===== config.mk =====
export PLATFORM = sky130hd
export DESIGN_NAME = wb_queue_flat
export DESIGN_NICKNAME = d
export VERILOG_FILES = /design/src/rtl/wb_queue_if.sv /design/src/rtl/wb_queue.sv /design/src/flat_wrapper.sv
export SDC_FILE = /design/constraint.sdc
export NUM_CORES = 1
export LEC_CHECK = 0
export ABC_CLOCK_PERIOD_IN_PS = 3000
export BUFFER_PORTS_ARGS = -buffer_cell sky130_fd_sc_hd__clkbuf_2
export CAP_MARGIN = 40
export CORE_ASPECT_RATIO = 0.7
export CORE_MARGIN = 2
export CORE_UTILIZATION = 45
export CTS_BUF_LIST = sky130_fd_sc_hd__clkbuf_4 sky130_fd_sc_hd__clkbuf_8
export DETAILED_ROUTE_END_ITERATION = 8
export PLACE_DENSITY = 0.78
export SYNTH_ARGS = -nofsm -noshare
export SYNTH_HDL_FRONTEND = slang
export SYNTH_SLANG_ARGS = --single-unit

===== constraint.sdc =====
create_clock -name clk -period 3 [get_ports clk]
set_clock_uncertainty 0.2 [all_clocks]
set_input_delay 0 -clock clk [delete_from_list [all_inputs] [get_ports clk]]
set_output_delay 0 -clock clk [all_outputs]
set_load 0.005 [all_outputs]

===== src/rtl/wb_queue_if.sv =====
// rtl/wb_queue_if.sv - writeback queue request/drain/hazard-query bundle
`ifndef ASIZE
`define ASIZE 5
`endif
`ifndef DSIZE
`define DSIZE 32
`endif

interface wb_queue_if #(
    parameter int DEPTH = 4
);
    logic                     mem_valid;
    logic                     mem_ready;
    logic [`ASIZE-1:0]        mem_addr;
    logic [`DSIZE-1:0]        mem_data;
    logic                     alu_valid;
    logic                     alu_ready;
    logic [`ASIZE-1:0]        alu_addr;
    logic [`DSIZE-1:0]        alu_data;
    logic                     hold;
    logic                     wen;
    logic [`ASIZE-1:0]        waddr;
    logic [`DSIZE-1:0]        wdata;
    logic [`ASIZE-1:0]        chk_addr;
    logic                     chk_hit;
    logic [$clog2(DEPTH):0]   count;

    modport slave (
        input  mem_valid, mem_addr, mem_data,
        input  alu_valid, alu_addr, alu_data,
        input  hold, chk_addr,
        output mem_ready, alu_ready, wen, waddr, wdata, chk_hit, count
    );

    modport master (
        output mem_valid, mem_addr, mem_data,
        output alu_valid, alu_addr, alu_data,
        output hold, chk_addr,
        input  mem_ready, alu_ready, wen, waddr, wdata, chk_hit, count
    );
endinterface


===== src/rtl/wb_queue.sv =====
// rtl/wb_queue.sv - register-file writeback FIFO, optional zero-latency bypass under WB_BYPASS_EN
module wb_queue #(
    parameter int DEPTH = 4
) (
    input  logic        clk,
    input  logic        rst,
    wb_queue_if.slave   bus
);
    localparam int PW = (DEPTH > 1) ? $clog2(DEPTH) : 1;
    localparam int CW = PW + 1;

    logic [`ASIZE-1:0] addr_q [DEPTH];
    logic [`DSIZE-1:0] data_q [DEPTH];
    logic [PW-1:0]     rd_ptr_q, rd_ptr_d;
    logic [PW-1:0]     wr_ptr_q, wr_ptr_d;
    logic [CW-1:0]     count_q, count_d;

    logic              full;
    logic              acc;
    logic              push;
    logic              pop;
    logic              byp;
    logic [`ASIZE-1:0] in_addr;
    logic [`DSIZE-1:0] in_data;
    logic [PW-1:0]     off;
    logic              hit;

    // Arbitration (mem wins), accept/drop/bypass decisions, drain port and next pointers
    always_comb begin
        full          = (count_q == CW'(DEPTH));
        bus.mem_ready = !full;
        bus.alu_ready = !full && !bus.mem_valid;
        acc           = (bus.mem_valid && !full) || (bus.alu_valid && !full && !bus.mem_valid);
        in_addr       = bus.mem_valid ? bus.mem_addr : bus.alu_addr;
        in_data       = bus.mem_valid ? bus.mem_data : bus.alu_data;
        pop           = (count_q != '0) && !bus.hold;
`ifdef WB_BYPASS_EN
        byp           = acc && (count_q == '0) && !bus.hold && (in_addr != '0);
`else
        byp           = 1'b0;
`endif
        // R0 writes are accepted for flow control but never stored
        push          = acc && (in_addr != '0) && !byp;

        bus.wen   = 1'b0;
        bus.waddr = '0;
        bus.wdata = '0;
        if (pop) begin
            bus.wen   = 1'b1;
            bus.waddr = addr_q[rd_ptr_q];
            bus.wdata = data_q[rd_ptr_q];
        end else if (byp) begin
            bus.wen   = 1'b1;
            bus.waddr = in_addr;
            bus.wdata = in_data;
        end

        rd_ptr_d = pop  ? rd_ptr_q + PW'(1) : rd_ptr_q;
        wr_ptr_d = push ? wr_ptr_q + PW'(1) : wr_ptr_q;
        count_d  = count_q;
        if (push && !pop) begin
            count_d = count_q + CW'(1);
        end else if (pop && !push) begin
            count_d = count_q - CW'(1);
        end
        bus.count = count_q;
    end

    // Hazard query: a slot is live when its distance from the head is below the occupancy
    always_comb begin
        hit = 1'b0;
        off = '0;
        for (int i = 0; i < DEPTH; i++) begin
            off = PW'(i) - rd_ptr_q;
            if (({1'b0, off} < count_q) && (addr_q[i] == bus.chk_addr) && (bus.chk_addr != '0)) begin
                hit = 1'b1;
            end
        end
        bus.chk_hit = hit;
    end

    // Pointer and occupancy registers; reset empties the queue at once
    always_ff @(posedge clk or negedge rst) begin
        if (!rst) begin
            rd_ptr_q <= '0;
            wr_ptr_q <= '0;
            count_q  <= '0;
        end else begin
            rd_ptr_q <= rd_ptr_d;
            wr_ptr_q <= wr_ptr_d;
            count_q  <= count_d;
        end
    end

    // Entry storage; contents are only meaningful inside the live window
    always_ff @(posedge clk) begin
        if (push) begin
            addr_q[wr_ptr_q] <= in_addr;
            data_q[wr_ptr_q] <= in_data;
        end
    end
endmodule


===== src/flat_wrapper.sv =====
// flat-port wrapper written by rule: the top's interface ports become plain ports
module wb_queue_flat 
#(
    parameter int DEPTH = 4
)
  (clk, rst, bus_mem_valid, bus_mem_addr, bus_mem_data, bus_alu_valid, bus_alu_addr, bus_alu_data, bus_hold, bus_chk_addr, bus_mem_ready, bus_alu_ready, bus_wen, bus_waddr, bus_wdata, bus_chk_hit, bus_count);
  wb_queue_if #(.DEPTH(DEPTH)) bus_i ();
  input  logic clk;
  input  logic rst;
  input wire logic [$bits(bus_i.mem_valid)-1:0] bus_mem_valid;
  input wire logic [$bits(bus_i.mem_addr)-1:0] bus_mem_addr;
  input wire logic [$bits(bus_i.mem_data)-1:0] bus_mem_data;
  input wire logic [$bits(bus_i.alu_valid)-1:0] bus_alu_valid;
  input wire logic [$bits(bus_i.alu_addr)-1:0] bus_alu_addr;
  input wire logic [$bits(bus_i.alu_data)-1:0] bus_alu_data;
  input wire logic [$bits(bus_i.hold)-1:0] bus_hold;
  input wire logic [$bits(bus_i.chk_addr)-1:0] bus_chk_addr;
  output wire logic [$bits(bus_i.mem_ready)-1:0] bus_mem_ready;
  output wire logic [$bits(bus_i.alu_ready)-1:0] bus_alu_ready;
  output wire logic [$bits(bus_i.wen)-1:0] bus_wen;
  output wire logic [$bits(bus_i.waddr)-1:0] bus_waddr;
  output wire logic [$bits(bus_i.wdata)-1:0] bus_wdata;
  output wire logic [$bits(bus_i.chk_hit)-1:0] bus_chk_hit;
  output wire logic [$bits(bus_i.count)-1:0] bus_count;
  assign bus_i.mem_valid = bus_mem_valid;
  assign bus_i.mem_addr = bus_mem_addr;
  assign bus_i.mem_data = bus_mem_data;
  assign bus_i.alu_valid = bus_alu_valid;
  assign bus_i.alu_addr = bus_alu_addr;
  assign bus_i.alu_data = bus_alu_data;
  assign bus_i.hold = bus_hold;
  assign bus_i.chk_addr = bus_chk_addr;
  assign bus_mem_ready = bus_i.mem_ready;
  assign bus_alu_ready = bus_i.alu_ready;
  assign bus_wen = bus_i.wen;
  assign bus_waddr = bus_i.waddr;
  assign bus_wdata = bus_i.wdata;
  assign bus_chk_hit = bus_i.chk_hit;
  assign bus_count = bus_i.count;
  wb_queue #(.DEPTH(DEPTH)) u_core (.clk(clk), .rst(rst), .bus(bus_i));
endmodule

# --- Word-level counts from Yosys, hierarchy flattened ---
# Memory sizes are Yosys's and may differ from the RTL's.
# Cells that the tools add are included.
# W data, S select, Z words.
classes:
  add_sub_neg: 8
  magnitude_cmp: 4
  n_eq_ne: 5
  muxes: 13
  n_reduce_logical: 26
ops:
  columns: ["operator", "count"]
  rows:
  - ["$mux W32", 2]
  - ["$eq A5 B5 Y1", 4]
  - ["$logic_and A1 B1 Y1", 16]
  - ["$lt A2 B3 Y1", 4]
  - ["$mux W5", 2]
  - ["$reduce_bool A5 Y1", 2]
  - ["$mux W1", 7]
  - ["$mux W3", 2]
  - ["$logic_not A1 Y1", 5]
  - ["$add A2 B1 Y2 const B", 2]
  - ["$sub A1 B2 Y2 const A", 2]
  - ["$sub A2 B2 Y2 const A", 2]
  - ["$add A3 B1 Y3 const B", 1]
  - ["$eq A3 B3 Y1 const B", 1]
  - ["$reduce_bool A3 Y1", 1]
  - ["$sub A3 B1 Y3 const B", 1]
  - ["$reduce_bool A2 Y1", 1]
  - ["$logic_or A1 B1 Y1", 1]
word_totals:
  register_bits: 7
  mem_bits_rw: 148
  inputBits: 84
  output_inout_bits: 44
  wordCells: 61
  mem_count: 2
memory_table:
  columns: ["memory", "depth", "word_bits", "read_ports", "rd_ports_with_merged_regs", "write_ports", "line_no", "rtl"]
  rows:
  - ["u_core.data_q", 4, 32, 1, 0, 1, "wb_queue.sv:13", "logic [`DSIZE-1:0] data_q [DEPTH];"]
  - ["u_core.addr_q", 4, 5, 5, 0, 1, "wb_queue.sv:12", "logic [`ASIZE-1:0] addr_q [DEPTH];"]

# --- Depth between registers and ports, before layout ---
# Gate-level depths: netlist of the first run.
depth:
  word_depth: 10
  mapped_depth: 9

# --- Least setup slack after synthesis of the first run ---
# Ideal clock, no wire load.
synth_path:
  path_kind: "register -> register"
  start: "register u_core.count_q[2], in the netlist u_core.bus.count[2]"
  end: "memory u_core.addr_q[0][0] in the netlist's numbering, enable pin"
  setup_ns: 0.398
  t_arrival_ns: 1.917
  required_time_ns: 2.402
  setup_slack_ns: 0.485
  stages_incl_launch_ff: 5
  path_buffers: 0
  synth_period_minus_slack_ns: 2.515
  path_cell_list: "dfrtp_1 -> inv_1 -> nor3_1 -> a211oi_4 -> and2_1"
synth_via:
  elab_chain_cells: 8
  word_cells_on_any_way: 9
  cone_classes: "eq/ne: 1; mux: 2; reduce/logical: 6"
synth_lines:
  columns: ["item", "line_no", "rtl"]
  rows:
  - ["start: declaration", "wb_queue.sv:16", "logic [CW-1:0] count_q, count_d;"]
  - ["start signal: assignment", "wb_queue.sv:91", "count_q <= count_d;"]
  - ["$eq A3 B3 Y1 (*)", "wb_queue.sv:30", "full = (count_q == CW'(DEPTH));"]
  - ["$logic_not A1 Y1 (*)", "wb_queue.sv:33", "acc = (bus.mem_valid && !full) || (bus.alu_valid && !full && !bus.mem_valid);"]
  - ["$logic_and A1 B1 Y1 (2 in a row)", "wb_queue.sv:33", null]
  - ["$logic_or A1 B1 Y1 (*)", "wb_queue.sv:33", null]
  - ["$logic_and A1 B1 Y1 (*)", "wb_queue.sv:43", "push = acc && (in_addr != '0) && !byp;"]
  - ["net u_core.push", "wb_queue.sv:20", "logic push;"]
  - ["$mux W1 (*)", "wb_queue.sv:97", "if (push) begin"]
  - ["$mux W1 (not written as such) (*)", "wb_queue.sv:98", "addr_q[wr_ptr_q] <= in_addr;"]
  - ["end: declaration", "wb_queue.sv:12", null]
# Mark *: on every way through the listed nets, which the timed path passes. The rest lies on a longest branch.

# --- Worst setup path after layout of the first run ---
layout_path:
  start: "register u_core.rd_ptr_q[1]"
  end: "output port bus_chk_hit"
layout_via:
  elab_chain_cells: 8
  word_cells_on_any_way: 20
  cone_classes: "add/sub: 4; order compare: 4; mux: 4; reduce/logical: 8"
layout_lines:
  columns: ["item", "line_no", "rtl"]
  rows:
  - ["start: declaration", "wb_queue.sv:14", "logic [PW-1:0] rd_ptr_q, rd_ptr_d;"]
  - ["start signal: assignment", "wb_queue.sv:89", "rd_ptr_q <= rd_ptr_d;"]
  - ["$sub A1 B2 Y2", "wb_queue.sv:74", "off = PW'(i) - rd_ptr_q;"]
  - ["$lt A2 B3 Y1", "wb_queue.sv:75", "if (({1'b0, off} < count_q) && (addr_q[i] == bus.chk_addr) && (bus.chk_addr != '0)) begin"]
  - ["$logic_and A1 B1 Y1 (2 in a row)", "wb_queue.sv:75", null]
  - ["$mux W1 (3 in a row)", "wb_queue.sv:75", null]
  - ["$mux W1 (*)", "wb_queue.sv:75", null]
  - ["end: declaration", "flat_wrapper.sv:23", "output wire logic [$bits(bus_i.chk_hit)-1:0] bus_chk_hit;"]
# Mark *: on every way between the ends. The rest lies on a longest branch, timed or not.

==> flow_metrics.tcl, run 1 <==
set metrics [dict create \
    status "finished, final reports clean" \
    synth_area_leader_cell "edfxtp_1" \
    num_io_pins 128 \
    swShare 0.3004 \
    tightest_slew_ns 0.6349 \
    ys_types 33 \
    gp_congestion 0.7817 \
    die_w_um 151.7 \
    clockRootBuffer "clkbuf_8" \
    initial_core_util 0.4639 \
    viasPerCell 5.192 \
    path_cells "xnor2_1, inv_1, ha_1, a221oi_1, a21oi_1, a21oi_1, clkbuf_2" \
    clk_latency_ns 0.43 \
    cts.sinks 155 \
    setup-tns-final_ns 0 \
    grt_setup_unrepaired "no" \
    pwr-share-clk 0.229 \
    synthTopCellsByArea "edfxtp_1 65%, mux4_2 12%, mux2_2 6.2%" \
    synth_warnings 0 \
    postRouteAntennaNets 0 \
    cts_buffers 17 \
    avgSynthCellArea_sq_um 18.58 \
    whs_ns 0.02473 \
    cp_slowest_cell "dfrtp_2" \
    start_kind "register" \
    required_ns 2.80 \
    peakVddDrop_mv 0.4687 \
    synth_top_cell_area_share 0.6466 \
    antenna_found_initial 0 \
    grt_pass1_vias 4204 \
    grt_max_degree 28 \
    cpLargestDelayFamily "compound AO/OA/AOI/OAI gates" \
    worstSetupEndpointType "output pin" \
    final_layout_size_suffix_gt1_frac 0.4279 \
    timing.critical_path.buf_inv 2 \
    cts_tree "done" \
    via_count 4107 \
    min_path_type "in2reg" \
    power.leakage_nw 3.370 \
    syn_nets 464 \
    cpPeakStageDelay_ns 0.60 \
    synth_flop_cell "edfxtp_1" \
    cp_data_arrival_time_ns 2.56 \
    die_h_um 107.4 \
    first_pass_iters 5 \
    syn_area_sq_um 6873 \
    grt_util_all_layers 0.1830 \
    fp-row-count 37 \
    synth_cells 370 \
    p_sw_mw 2.343 \
    grt_pass1_wl_um 21890 \
    relSlewSlack 0.5763 \
    drv_slew 0 \
    ys_seq_elements 155 \
    min_period_ns 2.758 \
    final_nets 677 \
    reg2reg_from "u_core.bus.count[2]" \
    route.detailed.drc 0 \
    period_share 0.9192 \
    area_growth_pct 31.31 \
    crit_top_cell "a21oi_1" \
    powerDensity_nw_per_um2 864.3 \
    hold_viol_final 0 \
    drt-initial-drc-count 257 \
    synth_edf_count 148 \
    clk_pin_slew_ns 0.09 \
    seq_area_frac_synth 0.6721 \
    setup_viol 0 \
    overflow 0 \
    hpwlAfterDp_um 9378 \
    cp_max_fo 21 \
    hp-start "bus_mem_valid" \
    wl_per_cell_um 17.98 \
    setup_ws_ns 0.2424 \
    io_buffers 127 \
    power_frac_seq 0.429 \
    startpoint "u_core.rd_ptr_q[1]" \
    core_area_sq_um 14810 \
    wirelength_um 14220 \
    r2r_slack_ns 0.45 \
    p_int_mw 5.457 \
    dp_slack_ns 0.4989 \
    async_reset_ff_frac 0.04516 \
    die_area_sq_um 16290 \
    cap_violations 0 \
    postCtsSetupBuffers 0 \
    comb_power_share 0.342 \
    critPathKind "reg2out" \
    clk_path_buf_depth 2 \
    htree_levels 4 \
    diodes 0 \
    max_freq_mhz 362.6 \
]
[cells by family after synthesis]
| logic type | Yosys count | share of synthesized area |
|---|---|---|
| flops | 155 | 0.6721 |
| fa+ha+maj | 10 | 0.01930 |
| compound gates | 12 | 0.01529 |
| simple gates | 59 | 0.05170 |
| xor+xnor | 27 | 0.03441 |
| mux | 75 | 0.1835 |
| buf+inv | 32 | 0.02367 |
[tightest hold or removal path, stage by stage]
cell and delay, ns:
clkbuf_2 0.17, nor2_1 0.22, a211oi_4 0.10, xnor2_1 0.13
[timing repair]
item,in CTS,in global routing
hold buffers,78,0
endpoints found under the hold margin,160,0
gates resized for setup,0,0
[state kept, by name, summed over array words and instances, names as in the netlist]
| register | flops |
|---|---|
| u_core.data_q | 128 |
| u_core.addr_q | 20 |
| u_core.bus.count | 3 |
| u_core.rd_ptr_q | 2 |
| u_core.wr_ptr_q | 2 |
[power by group through the flow]
stage                     clock network, mW  logic (mW)  registers, mW
final                                  1.79        2.67           3.35
after CTS                              1.82        2.70           3.35
after global routing                   1.91        2.91           3.40
after floorplan                           0        1.77           3.29
after detailed placement                  0        2.59           3.40
after global placement                    0        2.42           3.38
[layout make-up]
cell class	count	area [sq um]
tap	195	244.0
fill	1061	5789
inverter	10	37.54
sequential	155	4622
timing repair buffer	216	1562
clock buffer	19	249.0
multi-input combinational	183	2096
clock inverter	13	215.2
[layer usage]
metal | vias to the layer above | part of all wire | GRT usage
met2 | 160 | 0.47 | 0.2947
li1 | 1863 | - | -
met3 | 14 | 0.075 | 0.03559
met5 | - | 0 | 0
met1 | 2070 | 0.45 | 0.2527
met4 | 0 | 0.0078 | 0.06019
[per-stage QoR]
step	total power, mW	cells	utilization	area [sq um]
3_3_place_gp	5.801	677	0.5198	7700
5_1_grt	8.222	791	0.6092	9025
6_report	7.801	791	0.6092	9025
2_1_floorplan	5.062	370	-	6873
4_1_cts	7.875	791	0.6092	9025
3_5_place_dp	5.996	681	0.5252	7780
[cells in the mapped netlist (2+ instances only)]
library cell and instances:
mux4_2 37, nand4_1 2, and2_1 41, buf_4 4, clkbuf_1 9, mux2_2 38, buf_2 7, dfrtp_1 7
nor2_1 6, xnor2_1 13, inv_1 10, edfxtp_1 148, nor3_1 2, nor4_1 2, a21oi_1 4, ha_1 9
xor2_1 14, a221oi_1 2
[worst paths after layout]
check / end / cells after the start
worst min register to register: u_core.bus.count[2] / 1
min in group asynchronous: u_core.wr_ptr_q[0] / 3
max in group asynchronous: u_core.rd_ptr_q[0] / 3
worst max-delay path: bus_chk_hit / 7
worst max register to register: u_core.bus.count[2] / 9
worst min-delay path: u_core.wr_ptr_q[0] / 4
[cells in the final DEF (no fill, tap or decap), types with 3 or more instances in the layout]
| cell | Yosys | layout |
|---|---|---|
| mux4_2 | 37 | 37 |
| buf_4 | 4 | 6 |
| clkinvlp_4 | 0 | 3 |
| and2_2 | 0 | 4 |
| bufinv_16 | 0 | 5 |
| edfxtp_1 | 148 | 148 |
| dlygate4sd3_1 | 0 | 78 |
| dfrtp_1 | 7 | 5 |
| nor2_1 | 6 | 6 |
| xor2_1 | 14 | 14 |
| mux2_2 | 38 | 38 |
| buf_12 | 0 | 5 |
| clkbuf_8 | 0 | 17 |
| and2_1 | 41 | 37 |
| a21oi_1 | 4 | 4 |
| xnor2_1 | 13 | 13 |
| ha_1 | 9 | 9 |
| clkbuf_2 | 0 | 127 |
| inv_1 | 10 | 10 |
Note: power is estimated with default switching activity, not from simulation.
==> run 2: changes to the inputs <==
Settings changed: ABC_CLOCK_PERIOD_IN_PS 3000 to 3100, CORE_MARGIN 2 to not set.
Clock period 3 ns to 3.1 ns, I/O delays scaled along.
==> run 2 against run 1 <==
Worst hold slack lost 0.0051 ns. Global-route usage rose by 0.46 points. Utilization shrank 0.51 points. Worst setup slack improved by 0.070 ns. Clock power shrank 17%. Non-clock buffer count is the same. Die area down 3.2%. Via count is 2.3% lower. Clock-buffer cell count unchanged. Cell area down 0.83%. Register-to-register slack gained 0.10 ns.
==> flow_metrics.tcl, run 2 (synthesis gave the netlist of run 1 again) <==
set metrics [dict create \
    path_cells "xnor2_1, inv_1, ha_1, a221oi_1, a21oi_1, a21oi_1, clkbuf_2" \
    grt_util_all_layers 0.1876 \
    grt_setup_unrepaired "no" \
    overflow 0 \
    die_h_um 105.4 \
    first_pass_iters 4 \
    max_freq_mhz 358.7 \
    layout_commonest_cell "edfxtp_1" \
    peakVddDrop_mv 0.3936 \
    status "finished, final reports clean" \
    powerDensity_nw_per_um2 814.6 \
    final_nets 677 \
    worstSetupEndpointType "output pin" \
    hold_viol_final 0 \
    wl_per_cell_um 17.31 \
    drt-initial-drc-count 208 \
    fill_cells 1116 \
    fp-row-count 37 \
    power_frac_seq 0.446 \
    required_ns 2.90 \
    worstHoldPathCells 4 \
    period_share 0.8992 \
    die_w_um 149.7 \
    tightest_slew_ns 0.5338 \
    via_count 4014 \
    reg2regPathDepth 9 \
    htree_levels 4 \
    core_area_sq_um 14810 \
    setup_viol 0 \
    comb_power_share 0.350 \
    gp_congestion 0.8376 \
    largest_register_ff_count 128 \
    clk_path_buf_depth 2 \
    p_sw_mw 2.186 \
    cpPeakStageDelay_ns 0.64 \
    start_kind "register" \
    cpLargestDelayFamily "compound AO/OA/AOI/OAI gates" \
    critPathKind "reg2out" \
    clockRootBuffer "clkbuf_8" \
    cts_buffers 17 \
    power_mw 7.290 \
    clk_pin_slew_ns 0.07 \
    grt_pass1_wl_um 21520 \
    timing.critical_path.buf_inv 2 \
    grt_pass1_vias 4148 \
    postRouteAntennaNets 0 \
    final_layout_size_suffix_gt1_frac 0.4252 \
    cap_violations 0 \
    io_buffers 127 \
    cts_tree "done" \
    p_int_mw 5.104 \
    area_growth_pct 30.22 \
    relSlewSlack 0.6414 \
    die_area_sq_um 15780 \
    diodes 0 \
    min_path_type "in2reg" \
    route.detailed.drc 0 \
    cp_data_arrival_time_ns 2.59 \
    crit_top_cell "a21oi_1" \
    swShare 0.2998 \
    cp.depth 7 \
    antenna_found_initial 0 \
    setup-tns-final_ns 0 \
    regMostFlops "u_core.data_q" \
    wirelength_um 13680 \
    most-common-layout-cells "148 x edfxtp_1, 127 x clkbuf_2, 78 x dlygate4sd3_1, 38 x mux2_2" \
    clk_latency_ns 0.43 \
    pwr-share-clk 0.204 \
    viasPerCell 5.081 \
    drv_slew 0 \
    cts.sinks 155 \
    power.leakage_nw 3.340 \
    grt_max_degree 38 \
    min_period_ns 2.788 \
    initial_core_util 0.4639 \
    cp_slowest_cell "dfrtp_4" \
    hpwlAfterDp_um 9221 \
    num_io_pins 128 \
    cp_max_fo 18 \
]
## run 2: routing by layer
| layer | track usage | share of wire |
|---|---|---|
| met2 | 0.2976 | 0.48 |
| met4 | 0.05339 | 0.0091 |
| met1 | 0.2517 | 0.43 |
| met3 | 0.05541 | 0.083 |
| met5 | 0 | 0 |
## run 2: final timing paths
kind / startpoint / to / slack, ns
min in group asynchronous: rst / u_core.bus.count[0] / 0.32
min reg2reg: u_core.bus.count[2] / u_core.bus.count[2] / 0.40
max reg2reg: u_core.bus.count[2] / u_core.bus.count[2] / 0.55
min: bus_mem_valid / u_core.wr_ptr_q[0] / 0.02
max: u_core.rd_ptr_q[0] / bus_chk_hit / 0.31
max in group asynchronous: rst / u_core.rd_ptr_q[0] / 2.09
## run 2: power by group through the flow
stage                     clock network (mW)  logic [mW]  registers, mW
final                                   1.49        2.55           3.25
after global routing                    1.62        2.81           3.31
after CTS                               1.53        2.59           3.26
after detailed placement                   0        2.48           3.31
after global placement                     0        2.32           3.28
after floorplan                            0        1.71           3.18
## run 2: area by class of cell
cell class / count / area, sq um / area share
Sequential cell: 155 / 4624 / 0.5167
Tap cell: 195 / 244.0 / 0.02726
Clock inverter: 12 / 150.1 / 0.01678
Timing Repair Buffer: 216 / 1549 / 0.1731
Clock buffer: 19 / 249.0 / 0.02782
Inverter: 10 / 37.54 / 0.004194
Multi-Input combinational cell: 183 / 2096 / 0.2342
## run 2: repair_timing
action,CTS,global route
endpoints found under the setup margin,0,1
gates resized for setup,0,1
hold buffers,78,0
buffers inserted,0,0
hold endpoints to repair,160,0
## run 2: metrics by stage
step	utilization	std cells	hold WS [ns]	instance area (sq um)	setup slack, ns
4_1_cts	0.6040	790	0.005575	8947	0.1196
3_5_place_dp	0.5243	681	-0.3478	7767	0.5504
2_1_floorplan	-	370	-0.4956	6873	0.5850
5_1_grt	0.6041	790	0.08784	8950	0.01217
3_3_place_gp	0.5189	677	-0.3498	7687	0.6019
6_report	0.6041	790	0.01959	8950	0.3125
## run 2: worst register-to-register path, delay by kind of cell (launching register included)
kind / cells / cell delay [ns]
buffers and inverters: 2 / 0.25
adders and majority gates: 2 / 0.64
AOI/OAI and AO/OA: 1 / 0.35
and+or+nand+nor: 2 / 0.26
xor gates and xnor gates: 2 / 0.34
DFF: 1 / 0.45
==> run 3: changes to the inputs <==
Settings changed: CORE_ASPECT_RATIO 0.7 to 0.9.
==> run 3 against run 2 <==
Worst setup slack improved by 0.10 ns. Critical path depth decreased by 1. First-iteration DRC count decreased by 15%. Global-route usage increased by 0.81 points. Sequential share of layout area increased by 0.14 points. Flip-flop and latch count unchanged. Final cell count increased by 1.0%. Cell area decreased by 0.32%. Wire length increased by 6.0%. Clock-buffer cell count decreased by 1. Critical endpoint is now bus_waddr[1]. Largest power group unchanged.
==> flow_metrics.tcl, run 3 (synthesis gave the netlist of run 1 again) <==
set metrics [dict create \
    status "finished, final reports clean" \
    route.detailed.drc 0 \
    multiInputGateArea_sq_um 2096 \
    cap_violations 0 \
    initial_core_util 0.4638 \
    clk_pin_slew_ns 0.08 \
    die_area_sq_um 15770 \
    startpoint "u_core.bus.count[0]" \
    viasPerCell 5.178 \
    clk_path_buf_depth 2 \
    hpwlAfterDp_um 8808 \
    postCtsSetupBuffers 0 \
    wl_per_cell_um 18.16 \
    regMostFlops "u_core.data_q" \
    swShare 0.3109 \
    cts_resized 0 \
    die_w_um 132.3 \
    fill_cells 1137 \
    layout_commonest_cell "edfxtp_1" \
    die_h_um 119.2 \
    via_count 4132 \
    drv_slew 0 \
    place_inst 687 \
    overflow 0 \
    drt-initial-drc-count 177 \
    core_area_sq_um 14820 \
    powerDensity_nw_per_um2 810.5 \
    max_freq_mhz 372.5 \
    fin_util 0.6020 \
    cts.sinks 155 \
    wirelength_um 14490 \
    min_period_ns 2.684 \
    p_sw_mw 2.248 \
    worstHoldPathCells 4 \
    grt_setup_unrepaired "no" \
    power.leakage_nw 3.341 \
    postRouteAntennaNets 0 \
    comb_power_share 0.349 \
    io_buffers 127 \
    pwr-share-clk 0.204 \
    clockRootBuffer "clkbuf_8" \
    grt_max_degree 34 \
    htree_levels 4 \
    period_share 0.8660 \
    p_int_mw 4.982 \
    grt_util_all_layers 0.1957 \
    fin_cells 798 \
    cpLargestDelayFamily "buffers and inverters" \
    first_pass_iters 6 \
    hold_buffers 79 \
    min_path_type "in2reg" \
    r2r_slack_ns 0.53 \
    reg2reg_from "u_core.bus.count[2]" \
    cp.depth 6 \
    critPathKind "reg2out" \
    hold_viol_final 0 \
    final_layout_size_suffix_gt1_frac 0.4267 \
    peakVddDrop_mv 0.4360 \
    most-common-layout-cells "148 x edfxtp_1, 127 x clkbuf_2, 79 x dlygate4sd3_1, 38 x mux2_2" \
    tightest_slew_ns 0.7087 \
    start_kind "register" \
    timing.critical_path.buf_inv 3 \
    grt_pass1_vias 4440 \
    power_mw 7.230 \
    diodes 0 \
    area_growth_pct 29.80 \
    path_cells "nor3_1, or2_1, inv_1, buf_4, and2_1, clkbuf_2" \
    grt_pass1_wl_um 22790 \
    setup_viol 0 \
    largest_register_ff_count 128 \
    whs_ns 0.1424 \
    clk_latency_ns 0.45 \
    power_frac_seq 0.447 \
    cpPeakStageDelay_ns 0.54 \
    num_io_pins 128 \
    required_ns 2.90 \
    relSlewSlack 0.5270 \
    seq_area_sq_um 4622 \
    cp_data_arrival_time_ns 2.48 \
    final_nets 681 \
    cts_tree "done" \
    reg2regPathDepth 9 \
    antenna_found_initial 0 \
    cp_slowest_cell "inv_1" \
    worstSetupEndpointType "output pin" \
    cts_buffers 17 \
    fp-row-count 42 \
    setup-tns-final_ns 0 \
    cp_max_fo 22 \
    gp_congestion 0.8412 \
    hp-start "bus_alu_addr[0]" \
]
## run 3: cell count changes in the layout (fill, tap and decap cells not counted)
cell / previous run / this run
dfrtp_2: 1 / 2
clkinv_1: 1 / 2
clkbuf_4: 2 / 1
dlygate4sd3_1: 78 / 79
buf_4: 7 / 14
inv_6: 0 / 2
buf_12: 4 / 0
clkinv_2: 3 / 2
dfrtp_4: 1 / 0
bufinv_16: 3 / 2
clkinv_4: 3 / 4
## run 3: layout make-up
type / count / area share
sequential: 155 / 0.5181
multi-input combinational: 183 / 0.2349
timing repair buffer: 220 / 0.1717
tap: 198 / 0.02777
clock buffer: 18 / 0.02707
clock inverter: 14 / 0.01627
inverter: 10 / 0.004208
## run 3: tightest hold or removal path: cells and delay by family
| family | cells | cell delay, ns |
|---|---|---|
| AOI/OAI and AO/OA | 2 | 0.55 |
| xor gates and xnor gates | 1 | 0.11 |
| buffers and inverters | 1 | 0.09 |
## run 3: path summary, 6_finish.rpt
kind                                       endpoint
worst max-delay path                   bus_waddr[1]
worst min-delay path             u_core.wr_ptr_q[0]
worst max register to register  u_core.bus.count[2]
worst min register to register  u_core.bus.count[2]
max in group asynchronous        u_core.rd_ptr_q[1]
min in group asynchronous       u_core.bus.count[1]
## run 3: metrics by stage
stage,area [sq um],worst slack [ns]
after floorplan,6873,0.5850
after global placement,7744,0.7041
after detailed placement,7744,0.5682
after CTS,8921,0.3494
after global routing,8921,0.2476
final,8921,0.4156
## run 3: layer usage
metal | track usage | vias to the layer above | routed length (um)
li1 | - | 1866 | -
met1 | 0.2344 | 2094 | 6144
met2 | 0.3459 | 149 | 7442
met3 | 0.04555 | 23 | 707
met4 | 0.07040 | 0 | 197
met5 | 0 | - | 0
## run 3: power groups by stage
stage	combinational, mW	sequential, mW	clock (mW)
2_1_floorplan	1.71	3.18	0
3_3_place_gp	2.42	3.23	0
3_5_place_dp	2.45	3.28	0
4_1_cts	2.56	3.23	1.50
5_1_grt	2.76	3.29	1.58
6_report	2.52	3.23	1.48
